===== config.mk =====
export PLATFORM = sky130hd
export DESIGN_NAME = cond_reg_file
export DESIGN_NICKNAME = d
export VERILOG_FILES = /design/src/rtl/cond_reg_file.sv
export SDC_FILE = /design/constraint.sdc
export NUM_CORES = 1
export LEC_CHECK = 0
export ABC_AREA = 1
export CORE_MARGIN = 3
export CORE_UTILIZATION = 46
export CTS_BUF_LIST = sky130_fd_sc_hd__clkbuf_8 sky130_fd_sc_hd__clkbuf_16
export DETAILED_ROUTE_END_ITERATION = 10
export GPL_TIMING_DRIVEN = 0
export PLACE_DENSITY_LB_ADDON = 0.3
export REMOVE_ABC_BUFFERS = 1
export SYNTH_ARGS = -nofsm -noshare
export SYNTH_HDL_FRONTEND = slang
export SYNTH_SLANG_ARGS = --single-unit

===== constraint.sdc =====
create_clock -name clk -period 1.91 [get_ports clk]
set_clock_uncertainty 0.2 [all_clocks]
set_input_delay 0.4775 -clock clk [delete_from_list [all_inputs] [get_ports clk]]
set_output_delay 0.4775 -clock clk [all_outputs]
set_load 0.05 [all_outputs]

===== src/rtl/cond_reg_file.sv =====
// rtl/cond_reg_file.sv - conditional register file with NZCV flag register
module cond_reg_file #(
    parameter int W  = 4,
    parameter int AW = 4
) (
    input  logic          clk,
    input  logic          rst_n,
    input  logic [AW-1:0] ra1,
    input  logic [AW-1:0] ra2,
    output logic [W-1:0]  rd1,
    output logic [W-1:0]  rd2,
    input  logic [AW-1:0] wa,
    input  logic [W-1:0]  wd,
    input  logic          we,
    input  logic          flag_we,
    input  logic [3:0]    cond,
    input  logic          alu_n,
    input  logic          alu_z,
    input  logic          alu_co,
    input  logic          alu_ovf,
    output logic [3:0]    flags,
    output logic          cond_pass
);

    localparam int DEPTH = 1 << AW;

    logic [W-1:0] regs [DEPTH];
    logic         flag_n;
    logic         flag_z;
    logic         flag_c;
    logic         flag_v;

    // Reads show the stored contents; a same-cycle write is not bypassed.
    assign rd1 = regs[ra1];
    assign rd2 = regs[ra2];

    assign flag_n = flags[3];
    assign flag_z = flags[2];
    assign flag_c = flags[1];
    assign flag_v = flags[0];

    // Evaluate the condition code against the held flags only, never the ALU flags.
    always_comb begin
        cond_pass = 1'b0;
        case (cond)
            4'b0000: cond_pass = flag_z;
            4'b0001: cond_pass = !flag_z;
            4'b0010: cond_pass = flag_c;
            4'b0011: cond_pass = !flag_c;
            4'b0100: cond_pass = flag_n;
            4'b0101: cond_pass = !flag_n;
            4'b0110: cond_pass = flag_v;
            4'b0111: cond_pass = !flag_v;
            4'b1000: cond_pass = flag_c && !flag_z;
            4'b1001: cond_pass = !flag_c || flag_z;
            4'b1010: cond_pass = (flag_n == flag_v);
            4'b1011: cond_pass = (flag_n != flag_v);
            4'b1100: cond_pass = !flag_z && (flag_n == flag_v);
            4'b1101: cond_pass = flag_z || (flag_n != flag_v);
            4'b1110: cond_pass = 1'b1;
            default: cond_pass = 1'b0;
        endcase
    end

    // Register array: cleared asynchronously, written only when the condition holds.
    always_ff @(posedge clk or negedge rst_n) begin
        if (!rst_n) begin
            for (int i = 0; i < DEPTH; i++) begin
                regs[i] <= '0;
            end
        end else if (we && cond_pass) begin
            regs[wa] <= wd;
        end
    end

    // Flag register: the new flags only influence cond_pass from the next cycle.
    always_ff @(posedge clk or negedge rst_n) begin
        if (!rst_n) begin
            flags <= 4'b0000;
        end else if (flag_we && cond_pass) begin
            flags <= {alu_n, alu_z, alu_co, alu_ovf};
        end
    end

endmodule

; ---- Word-level counts from Yosys, hierarchy flattened
; Cells that the tools add are included.
[word_totals]
regBits = 68
latchBits = 0
ramBits = 0
mem_bits_ro = 0
out_inout_bits = 13
elab_cells = 62
n_memories = 0
[classes]
addsub = 0
mul = 0
n_div = 0
n_lt_le_gt_ge = 4
eq_ne = 16
shifts = 0
mux = 10
n_bitwise = 3
n_reduce_logical = 12
[op_table]
columns = operator, n
row1 = bitwise mux 64 bit, 1
row2 = binary-select mux 4 bit (select 4 bit), 2
row3 = == test 4 bit (second input constant), 7
row4 = two-way mux 4 bit, 5
row5 = demux 4 bit (select 4 bit), 1
row6 = == test 4 x 3 -> 1 bit (second input constant), 4
row7 = >= comparator 5 bit (second input constant), 3
row8 = inverter 4 -> 5 bit, 3
row9 = one-hot mux 1 bit (15 select lines), 1
row10 = == test 4 x 2 -> 1 bit (second input constant), 2
row11 = logical AND 1 bit, 5
row12 = less-than comparator 5 x 1 -> 1 bit (second input constant), 1
row13 = == test 4 x 1 -> 1 bit (second input constant), 1
row14 = zero test 1 bit, 4
row15 = zero test 4 bit, 1
row16 = logical OR 1 bit, 2
row17 = == test 1 bit, 1
row18 = != test 1 bit, 1

; ---- Longest topological paths before layout
; Gate-level depths: netlist (run 1).
[depth]
ltp_word = 6
depth_mapped = 12

; ---- Worst setup path before layout (run 1)
; No wires, ideal clock.
[synth_timing]
path_kind = in2out
startpoint = input port ra1[0]
endpoint = output port rd1[2]
t_arrival_ns = 2.388
path_slack_ns = -1.156
stages = 6
path_buffers = 2
path_cell_list = clkbuf_1 clkbuf_1 o21ai_0 a21oi_1 o22ai_1 o21ai_0
[synth_between]
elab_chain_cells = 4
[synth_rtl]
columns = element, line
row1 = "start, declared", 8  ; input logic [AW-1:0] ra1,
row2 = inverter 4 -> 5 bit (not written as such), 34  ; assign rd1 = regs[ra1];
row3 = binary-select mux 4 bit (select 4 bit), 34
row4 = two-way mux 4 bit (not written as such) (2 in series), 34
row5 = "end, declared", 10  ; output logic [W-1:0] rd1,
; No other way between the ends. The select of a mux whose other input is x is not followed.

; ---- Final worst setup path (run 1)
[layout_timing]
startpoint = register flags[0]
endpoint = output port cond_pass
[layout_between]
elab_chain_cells = 3
elab_cells_between_ends = 6
cone_classes = eq/ne: 2 / mux: 1 / reduce/logical: 3
[layout_rtl]
columns = element, line
row1 = "start, declared", 21  ; output logic [3:0] flags,
row2 = "start signal, assigned", 81  ; flags <= {alu_n, alu_z, alu_co, alu_ovf};
row3 = != test 1 bit or == test 1 bit (tied branches), --
row4 = logical OR 1 bit or logical AND 1 bit (tied branches), "59, 58"
row5 = one-hot mux 1 bit (15 select lines) *, 45  ; case (cond)
row6 = "end, declared", 22  ; output logic cond_pass
; Every way passes the cells marked *; elsewhere a longest branch is shown, timed or not.

==> results.cfg, run 1 <==
[cells_and_area]
sequential_cell_area_um2 = 1703
nets = 698
synthToLayoutAreaGrowth_pct = 27.33
multi_input_comb_area_um2 = 2625
final_cell_count_no_fill = 782
post_route_cells_drive_above_1_share_pct = 16.91
count_of_antenna_diodes_in_the_layout = 0
layout.core_utilization_pct = 61.53
fillCellCount = 797

[routing]
met3WireLength_um = 1736
routed_wire_length_per_instance_um = 20.06
routed-via-count = 5030
drtIter0Drc = 569
detail_route.wirelength_um = 15690
drt_first_pass_iters = 5
topRoutingLayerUsed = met4
vias_per_cell = 6.432
met2_length_um = 7308
routedLengthMet1_um = 6035
ant_nets = 0
total_drc_errors_in_the_routed_layout = 0

[synth]
ys_types = 18
synth_seq_cells = 68
mapped_avg_cell_area_um2 = 6.766
synth-seq-area-share_pct = 39.42
yosysTopAreaCellShare_pct = 39.42
yosys_warnings = 0
synth-edff-count = 0
mapped_cell_area_um2 = 4317
postSynth.asyncResetShare_pct = 100.0
postSynthCellCount = 638
yosys-top-cells-area = dfrtp_1 39%, nand2_1 18%, nand4_1 9.3%, o21ai_0 6.0%, a21oi_1 5.9%
most_frequent_cells_after_synthesis = 203 x nand2_1, 68 x dfrtp_1, 64 x nand4_1, 52 x o21ai_0
synth_top_flop_cell = dfrtp_1
synth_top_cell_by_area = dfrtp_1
synthMostInstantiatedCell = nand2_1

[grt]
grt_util_all_layers_pct = 28.10
first_global_vias = 4331
number_of_antenna_violations_at_the_first_check_in_global_routing = 0
leftover_overflow_at_the_end_of_global_routing = 0
grt_pass1_wl_um = 22860
grt_start_max_net_pins = 69

[worst_setup_path]
timing.critical_path.fanout_max = 5
timing.critical_path.slowest_stage_cell = dfrtp_1
crit_arrival_ns = 1.70
setup_slack_on_the_worst_flop_to_flop_path_ns = -0.28
critical_path.max_stage_delay_ns = 0.43
worst_path_most_repeated_cell = nand2_1
rr_endpoint = regs[14]
worstSetupPathType = flip-flop to output port
worst_setup_path_start_kind = flip-flop
r2r-start = flags[0]
worstRegToRegCells = 13
cp_top_family = simple AND/OR/NAND/NOR gates
end_kind = output port
critical_path_buf_inv_count = 2
cp.required_ns = 1.23
cp_cell_instances = inv_2 -> nand2_1 -> nand2_1 -> nand3_1 -> nand2_1 -> nand2_2 -> nor2_4 -> nand2_8 -> buf_8

[sta]
finalCritPeriodShare_pct = 124.3
setup_slack_ns = -0.4637
slew_viol_final = 0
final-hold-violation-count = 0
max_clock_freq_mhz = 421.3
period_minus_slack_ns = 2.374
setup_viol = 78
fin_worst_hold_slack_ns = 0.01278
worst_pin_slew_ns = 0.9218
slew-limit-headroom_pct = 38.35
grt_setup_unrepaired = yes

[power]
max-vdd-ir-drop_mv = 0.7530
power.total_uw = 6496
p_leak_uw = 0.002619
pwr_dens_nw_per_um2 = 1182

[status]
violations = negative setup slack
run_status = finished with violations

[floorplan]
die_h_um = 102.9
floorplan.initialDensity_pct = 48.32
coreArea_um2 = 8934
pin_count = 41
row_count = 34
die-width_um = 102.9
die_area_um2 = 10580

[placement]
globalplace.congestion = 0.8989
dp.cells = 739
dp.final_hpwl_um = 8226
portBuffers = 40

[cts]
cts_htree_levels = 3
tritoncts.num_buffers = 9
clock_latency_ns = 0.36
cts_tree = yes
cts_root_buffer = clkbuf_8
cts.sink_count = 68
clock_tree.buffer_depth = 2
cts_hold_buffers = 0
clk_pin_slew_worst_paths_ns = 0.08

[hold_path]
worst_hold_path_type = primary input to asynchronous set/reset pin

[job]
timing.max_cap.violations = 0
==> how the worst max path moves through the flow <==
stage | cells after the start | from | end | slack, ns
finish | 9 | flags[0] | cond_pass | -0.46
detailed placement | 7 | cond[1] | cond_pass | -2.41
global route | 9 | flags[0] | cond_pass | -0.53
CTS | 9 | flags[3] | cond_pass | -0.38
floorplan | 11 | flags[0] | regs[0] | -0.90
global placement | 6 | ra2[0] | rd2[2] | -2.56
==> routing by layer <==
layer,global-route usage (%),vias to the layer above
met5,0,-
met2,44.64,350
met4,9.462,0
li1,-,2265
met1,38.40,2352
met3,5.954,63
==> worst register-to-register path, cell delays in order, from the launching register on <==
cell and delay [ns]:
dfrtp_1 0.43, inv_2 0.10, nand2_1 0.06, nand2_1 0.08, nand3_1 0.08, nand2_1 0.08, nand2_2 0.07, nor2_4 0.18
buf_4 0.15, buf_12 0.14, buf_16 0.20, nand2_8 0.11, nand4_1 0.10, nand2_1 0.08
==> cells by family (layout without fill, tap and decap cells) <==
family	after synthesis	in the layout	synth area share, %
buffers and inverters	97	119	8.985
AO/OA/AOI/OAI	126	126	16.14
flip-flops	68	68	39.42
AND/OR/NAND/NOR	347	361	35.45
==> report_power, final <==
group | switching [µW] | internal, µW
Combinational | 1920 | 1010
Sequential | 421 | 1950
Clock | 579 | 624
==> area by class of cell <==
type / instances / share of cell area (%)
repair buffers: 55 / 11.95
flip-flops and latches: 68 / 30.98
inverters: 49 / 3.392
multi-input cells: 487 / 47.76
clock inverters: 5 / 0.9561
clock buffers: 10 / 2.504
well taps: 108 / 2.458
==> cell usage in the layout, fill, tap and decap left out, types with 14 or more instances in the layout <==
| cell type | n |
|---|---|
| a21oi_1 | 43 |
| dfrtp_1 | 67 |
| inv_1 | 35 |
| nand2_1 | 197 |
| nand3_1 | 49 |
| nand4_1 | 64 |
| nor2_1 | 24 |
| o211ai_1 | 14 |
| o21ai_0 | 33 |
| o21ai_1 | 17 |
==> state kept, by name, indices dropped and copies added (netlist names) <==
register  cells
flags         4
regs         64
==> through the flow <==
step                      cell area [µm²]  setup WS [ns]  TNS [ns]
after floorplan                      4113        -0.9011    -62.48
after global placement               4648         -2.561   -288.25
after detailed placement             4651         -2.410   -125.93
after CTS                            5209        -0.3806    -6.938
after global routing                 5497        -0.5299    -23.31
final                                5497        -0.4637    -17.46
==> timing repair <==
item	in CTS	in global routing
resized for setup	175	40
setup buffers	10	2
cloned	5	11
pin swaps	17	13
setup endpoints to repair	81	78
Note: power is estimated with default switching activity, not from simulation.
==> run 2: changes to the inputs <==
--- a/config.mk
+++ b/config.mk
@@ -5,9 +5,9 @@
 export SDC_FILE = /design/constraint.sdc
 export NUM_CORES = 1
 export LEC_CHECK = 0
-export ABC_AREA = 1
+export ABC_AREA = 0
 export CORE_MARGIN = 3
-export CORE_UTILIZATION = 46
+export CORE_UTILIZATION = 52
 export CTS_BUF_LIST = sky130_fd_sc_hd__clkbuf_8 sky130_fd_sc_hd__clkbuf_16
 export DETAILED_ROUTE_END_ITERATION = 10
 export GPL_TIMING_DRIVEN = 0
==> run 2 against run 1 <==
  * The flow still finishes with violations (negative setup slack)
  * Cell area fell by 7.2%
  * Area after synthesis down 8.5%
  * Power up 3.5%
  * First-iteration DRC count fell by 72%
  * Die area shrank 18%
  * Sequential power rose by 4%
  * Sequential share of layout area grew 2.4 points
  * Critical endpoint unchanged
  * Largest cell class unchanged
  * Largest power group unchanged
==> results.cfg, run 2 <==
[placement]
placement.cell_area_um2 = 4431
globalplace.congestion = 0.8301
dp.cells = 365
portBuffers = 40
dp.final_hpwl_um = 6015

[floorplan]
coreArea_um2 = 7331
die-width_um = 93.17
die_h_um = 93.17
row_count = 31
pin_count = 41
die_area_um2 = 8681
floorplan.initialDensity_pct = 53.90

[cts]
cts_tree = yes
clock_latency_ns = 0.33
cts.sink_count = 68
clk_pin_slew_worst_paths_ns = 0.07
cts_htree_levels = 3
tritoncts.num_buffers = 9
clock_tree.buffer_depth = 2
cts_root_buffer = clkbuf_8

[sta]
final-hold-violation-count = 0
setup_viol = 77
slew_viol_final = 0
finalCritPeriodShare_pct = 139.6
period_minus_slack_ns = 2.667
slew-limit-headroom_pct = 25.86
max_clock_freq_mhz = 374.9
worst_pin_slew_ns = 1.110
setup_slack_ns = -0.7573
fin_setup_tns_ns = -48.20
grt_setup_unrepaired = yes

[synth]
synth_top_flop_cell = dfrtp_1
yosys_warnings = 0
synth_top_cell_by_area = dfrtp_1
synth_fa_ha_area_share_pct = 0
synth-edff-count = 0
postSynth.asyncResetShare_pct = 100.0
synth-simple-area-share_pct = 3.547
mapped_avg_cell_area_um2 = 16.46
share_of_the_synthesized_area_in_compound_gates_ao_oa_aoi_oai_pct = 7.378
synth_seq_cells = 68
ys_types = 35
yosys.area_share.xor_xnor_pct = 0.8866
postSynthCellCount = 240
synth_top_family_by_area = multiplexers
most_frequent_cells_after_synthesis = 68 x dfrtp_1, 62 x mux2_2, 40 x mux4_2, 9 x clkbuf_1, 9 x o211ai_4
mapped_cell_area_um2 = 3951
yosys-top-cells-area = dfrtp_1 43%, mux4_2 23%, mux2_2 18%, o211ai_4 4.8%, mux2_4 2.3%
yosysTopAreaCellShare_pct = 43.07
synth-seq-area-share_pct = 43.07
synth_mux_area_share_pct = 43.00
synthMostInstantiatedCell = dfrtp_1

[grt]
number_of_antenna_violations_at_the_first_check_in_global_routing = 0
grt_util_all_layers_pct = 22.19
first_global_vias = 2489
grt_start_max_net_pins = 69
leftover_overflow_at_the_end_of_global_routing = 0
grt_pass1_wl_um = 14010

[routing]
drtIter0Drc = 160
vias_per_cell = 6.224
routed_wire_length_per_instance_um = 23.42
total_drc_errors_in_the_routed_layout = 0
detail_route.wirelength_um = 9531
ant_nets = 0
routed-via-count = 2533
drt_first_pass_iters = 4

[worst_setup_path]
cp_cell_instances = clkdlybuf4s15_1 -> or3b_1 -> a21oi_2 -> o31ai_4 -> o311ai_4 -> or2_4 -> buf_8
end_kind = output port
worstSetupPathType = primary input to output port
timing.critical_path.fanout_max = 8
timing.critical_path.slowest_stage_cell = or3b_1
worstRegToRegCells = 10
critical_path.max_stage_delay_ns = 0.47
cp-startpoint = cond[3]
rr_endpoint = regs[30]
r2r-start = flags[0]
cp.required_ns = 1.23
crit_arrival_ns = 1.99
worst_setup_path_start_kind = primary input
setup_slack_on_the_worst_flop_to_flop_path_ns = -0.67

[cells_and_area]
number_of_flip_flops_in_the_largest_register = 64
layout.core_utilization_pct = 69.59
nets = 332
mostFrequentLayoutCells = 67 x dfrtp_1, 44 x mux2_4, 40 x mux4_2, 24 x mux2_2
top_register = regs
final_cell_count_no_fill = 407
post_route_cells_drive_above_1_share_pct = 61.04
most_common_library_cell_in_the_layout_ignoring_fill_and_taps = dfrtp_1
reg.largest.list = regs: 64 flops, flags: 4 flops
synthToLayoutAreaGrowth_pct = 29.10
postLayoutCellArea_um2 = 5101
count_of_antenna_diodes_in_the_layout = 0

[power]
power.total_uw = 6721
pwr_dens_nw_per_um2 = 1318
max-vdd-ir-drop_mv = 0.4681
p_leak_uw = 0.002267

[job]
timing.max_cap.violations = 0

[status]
violations = negative setup slack
run_status = finished with violations

[hold_path]
worst_hold_path_type = primary input to asynchronous set/reset pin
run 2: cell count changes in the layout (fill, tap and decap cells not counted), moves of 33 or more:
cell	before	now
nand2_1	197	3
nand4_1	64	0
mux2_4	0	44
o21ai_0	33	0
a21oi_1	43	0
mux4_2	0	40
nand3_1	49	1
run 2: cells by family (layout without fill, tap and decap cells):
kind of cell    count (synthesis)  in the layout
mux                           109            109
buf+inv                        16             84
flops                          68             68
compound gates                 22             22
simple gates                   21             21
xor+xnor                        4              4
run 2: timing repair:
item | in CTS | in global routing
hold buffers | 0 | 0
cloned | 0 | 1
endpoints found under the setup margin | 81 | 78
pin swaps | 10 | 18
gates resized for setup | 123 | 53
buffers inserted | 13 | 14
run 2: worst max path at each step:
| stage | to | slack (ns) | cells past startpoint |
|---|---|---|---|
| after global placement | cond_pass | -2.86 | 6 |
| after CTS | cond_pass | -0.73 | 7 |
| final | cond_pass | -0.76 | 7 |
| after floorplan | flags[0] | -1.62 | 5 |
| after detailed placement | rd1[3] | -2.46 | 4 |
| after global routing | cond_pass | -0.82 | 7 |
run 2: where the power goes:
group / switching [µW] / leakage [µW] / internal (µW) / total [µW]
Clock: 508 / 0.0000976 / 521 / 1030
Sequential: 453 / 0.000874 / 2010 / 2460
Combinational: 1370 / 0.00130 / 1860 / 3230
Total: 2330 / 0.00227 / 4390 / 6720
run 2: critical path, delay by kind of cell:
kind            cells  cell delay (ns)
simple gates        2             0.66
buf+inv             2             0.48
compound gates      3             0.38
run 2: per-stage QoR:
stage	setup slack (ns)	hold slack, ns
6_report	-0.7573	0.04056
5_1_grt	-0.8206	0.1091
2_1_floorplan	-1.618	-0.01809
3_5_place_dp	-2.462	0.3096
4_1_cts	-0.7318	0.08351
3_3_place_gp	-2.860	0.3002
run 2: final cells by class:
| class | count | area, µm² |
|---|---|---|
| fillers | 456 | 2230 |
| clock inverters | 4 | 17.52 |
| clock buffers | 11 | 151.4 |
| flip-flops and latches | 68 | 1703 |
| multi-input cells | 156 | 2362 |
| repair buffers | 68 | 739.5 |
| well taps | 99 | 123.9 |
| inverters | 1 | 3.754 |
run 2: metal layers:
metal,vias up,share of wire [%],global-route usage [%]
li1,1080,-,-
met1,1356,45,30.95
met2,85,48,35.33
met3,12,5.4,4.505
met4,0,1.2,7.082
met5,-,0,0
==> run 3: changes to the inputs <==
--- a/config.mk
+++ b/config.mk
@@ -13,6 +13,7 @@
 export GPL_TIMING_DRIVEN = 0
 export PLACE_DENSITY_LB_ADDON = 0.3
 export REMOVE_ABC_BUFFERS = 1
+export SKIP_CTS_REPAIR_TIMING = 1
 export SYNTH_ARGS = -nofsm -noshare
 export SYNTH_HDL_FRONTEND = slang
 export SYNTH_SLANG_ARGS = --single-unit
==> constraint.sdc (replaced) <==
create_clock -name clk -period 1.91 [get_ports clk]
set_clock_uncertainty 0.2 [all_clocks]
set_input_delay 0.4775 -clock clk [delete_from_list [all_inputs] [get_ports clk]]
set_output_delay 0.4775 -clock clk [all_outputs]
set_load 0.1 [all_outputs]
==> run 3 against run 2 <==
  * The flow still finishes with violations (negative setup slack)
  * Combinational power rose by 7.4%
  * Global-route usage down 0.64 points
  * Via count is 1.5% lower
  * Flip-flop and latch count is the same
  * Fmax fell by 0.97%
  * Power increased by 3.7%
  * Register-to-register slack hardly changed
  * Non-clock buffer count is 14 lower
  * Die area unchanged
  * First-iteration DRC count increased by 4.4%
==> results.cfg, run 3 (synthesis results as in run 2) <==
[status]
run_status = finished with violations
violations = negative setup slack

[routing]
ant_nets = 0
drtIter0Drc = 167
routed_wire_length_per_instance_um = 23.64
vias_per_cell = 6.330
drt_first_pass_iters = 4
routed-via-count = 2494
total_drc_errors_in_the_routed_layout = 0
detail_route.wirelength_um = 9313

[floorplan]
floorplan.initialDensity_pct = 53.90
die_area_um2 = 8681
die-width_um = 93.17
coreArea_um2 = 7331
row_count = 31
die_h_um = 93.17
pin_count = 41

[grt]
grt_start_max_net_pins = 69
grt_util_all_layers_pct = 21.55
grt_pass1_wl_um = 13580
first_global_vias = 2416
number_of_antenna_violations_at_the_first_check_in_global_routing = 0
leftover_overflow_at_the_end_of_global_routing = 0

[power]
pwr_dens_nw_per_um2 = 1414
clock_power_share_pct = 14.8
p_switching_uw = 2772
seq_power_share_pct = 35.4
power_switching_share_pct = 39.78
internal_power_uw = 4197
power.total_uw = 6969
power.share.combinational_pct = 49.8
p_leak_uw = 0.002182
max-vdd-ir-drop_mv = 0.5067

[worst_setup_path]
end_kind = output port
cp.required_ns = 1.23
worst_setup_path_start_kind = flip-flop
rr_endpoint = regs[13]
setup_slack_on_the_worst_flop_to_flop_path_ns = -0.67
crit_arrival_ns = 2.02
timing.critical_path.fanout_max = 4
worstSetupPathType = flip-flop to output port
worstRegToRegCells = 10
r2r-start = flags[0]

[sta]
grt_setup_unrepaired = yes
slew_viol_final = 0
setup_slack_ns = -0.7833
fin_worst_hold_slack_ns = 0.04551
slew-limit-headroom_pct = 25.82
worst_pin_slew_ns = 1.110
final-hold-violation-count = 0
setup_viol = 77
finalCritPeriodShare_pct = 141.0
max_clock_freq_mhz = 371.3
period_minus_slack_ns = 2.693

[placement]
globalplace.congestion = 0.8301
dp.final_hpwl_um = 6015
dp.cells = 365
portBuffers = 40
placement.cell_area_um2 = 4431

[cells_and_area]
top_register = regs
final_cell_count_no_fill = 394
mostFrequentLayoutCells = 66 x dfrtp_1, 40 x mux4_2, 39 x mux2_4, 29 x mux2_2, 19 x clkdlybuf4s50_1
most_common_library_cell_in_the_layout_ignoring_fill_and_taps = dfrtp_1
synthToLayoutAreaGrowth_pct = 24.76
post_route_cells_drive_above_1_share_pct = 59.52
reg.largest.list = regs: 64 flops, flags: 4 flops
nets = 318
sequential_cell_area_um2 = 1704
multi_input_comb_area_um2 = 2350
postLayoutCellArea_um2 = 4930
layout.core_utilization_pct = 67.25
number_of_flip_flops_in_the_largest_register = 64
fillCellCount = 482

[cts]
cts_htree_levels = 3
clock_tree.buffer_depth = 2
cts_root_buffer = clkbuf_8
clock_latency_ns = 0.34
cts_tree = yes
tritoncts.num_buffers = 9
clk_pin_slew_worst_paths_ns = 0.07
cts.sink_count = 68

[job]
timing.max_cap.violations = 0

[hold_path]
worst_hold_path_type = primary input to asynchronous set/reset pin
==> run 3: cell count changes in the layout (fill, tap and decap cells not counted), moves of 3 or more <==
cell and change:
mux2_2 +5, buf_6 -6, buf_12 -3, buf_4 -8, clkbuf_4 +5, dlymetal6s2s_1 +3
mux2_4 -5
==> run 3: stage by stage <==
step	TNS [ns]	setup slack, ns
after global placement	-318.09	-3.191
after global routing	-52.90	-0.8447
after detailed placement	-141.02	-2.740
after floorplan	-122.56	-2.133
after CTS	-118.14	-2.739
final	-46.42	-0.7833
==> run 3: area by class of cell <==
class                      instances  area share [%]
multi-input combinational        156           47.66
sequential                        68           34.57
timing repair buffer              54           11.70
clock buffer                      11           3.071
tap                               99           2.513
clock inverter                     4          0.3553
inverter                           1         0.07614
antenna                            1         0.05076
==> run 3: how the worst max path moves through the flow <==
stage | cells past startpoint | from | slack [ns] | to
floorplan | 4 | flags[3] | -2.13 | cond_pass
global placement | 6 | cond[2] | -3.19 | cond_pass
detailed placement | 7 | cond[3] | -2.74 | cond_pass
CTS | 7 | cond[3] | -2.74 | cond_pass
global route | 7 | flags[0] | -0.84 | cond_pass
finish | 7 | flags[0] | -0.78 | cond_pass
==> run 3: power by group through the flow <==
stage	Clock, µW	Combinational, µW	Sequential, µW
after global routing	1120	3610	2530
after floorplan	0	2040	2620
after CTS	1050	3080	2410
final	1030	3470	2470
after global placement	0	2960	2390
after detailed placement	0	3080	2430
==> run 3: layer usage <==
metal  vias to the layer above  track usage, %  wire [µm]
met5                         -               0          0
met4                         0           7.082         88
met3                        11           4.425        539
met2                        75           34.13       4610
met1                      1349           30.10       4075
li1                       1059               -          -
==> run 3: critical path, cell delays in order, from the launching register on <==
cell and delay (ns):
dfrtp_2 0.44, buf_6 0.13, or3b_4 0.38, a21oi_4 0.15, o31ai_4 0.09, o311ai_4 0.12
or2_4 0.19, buf_12 0.16
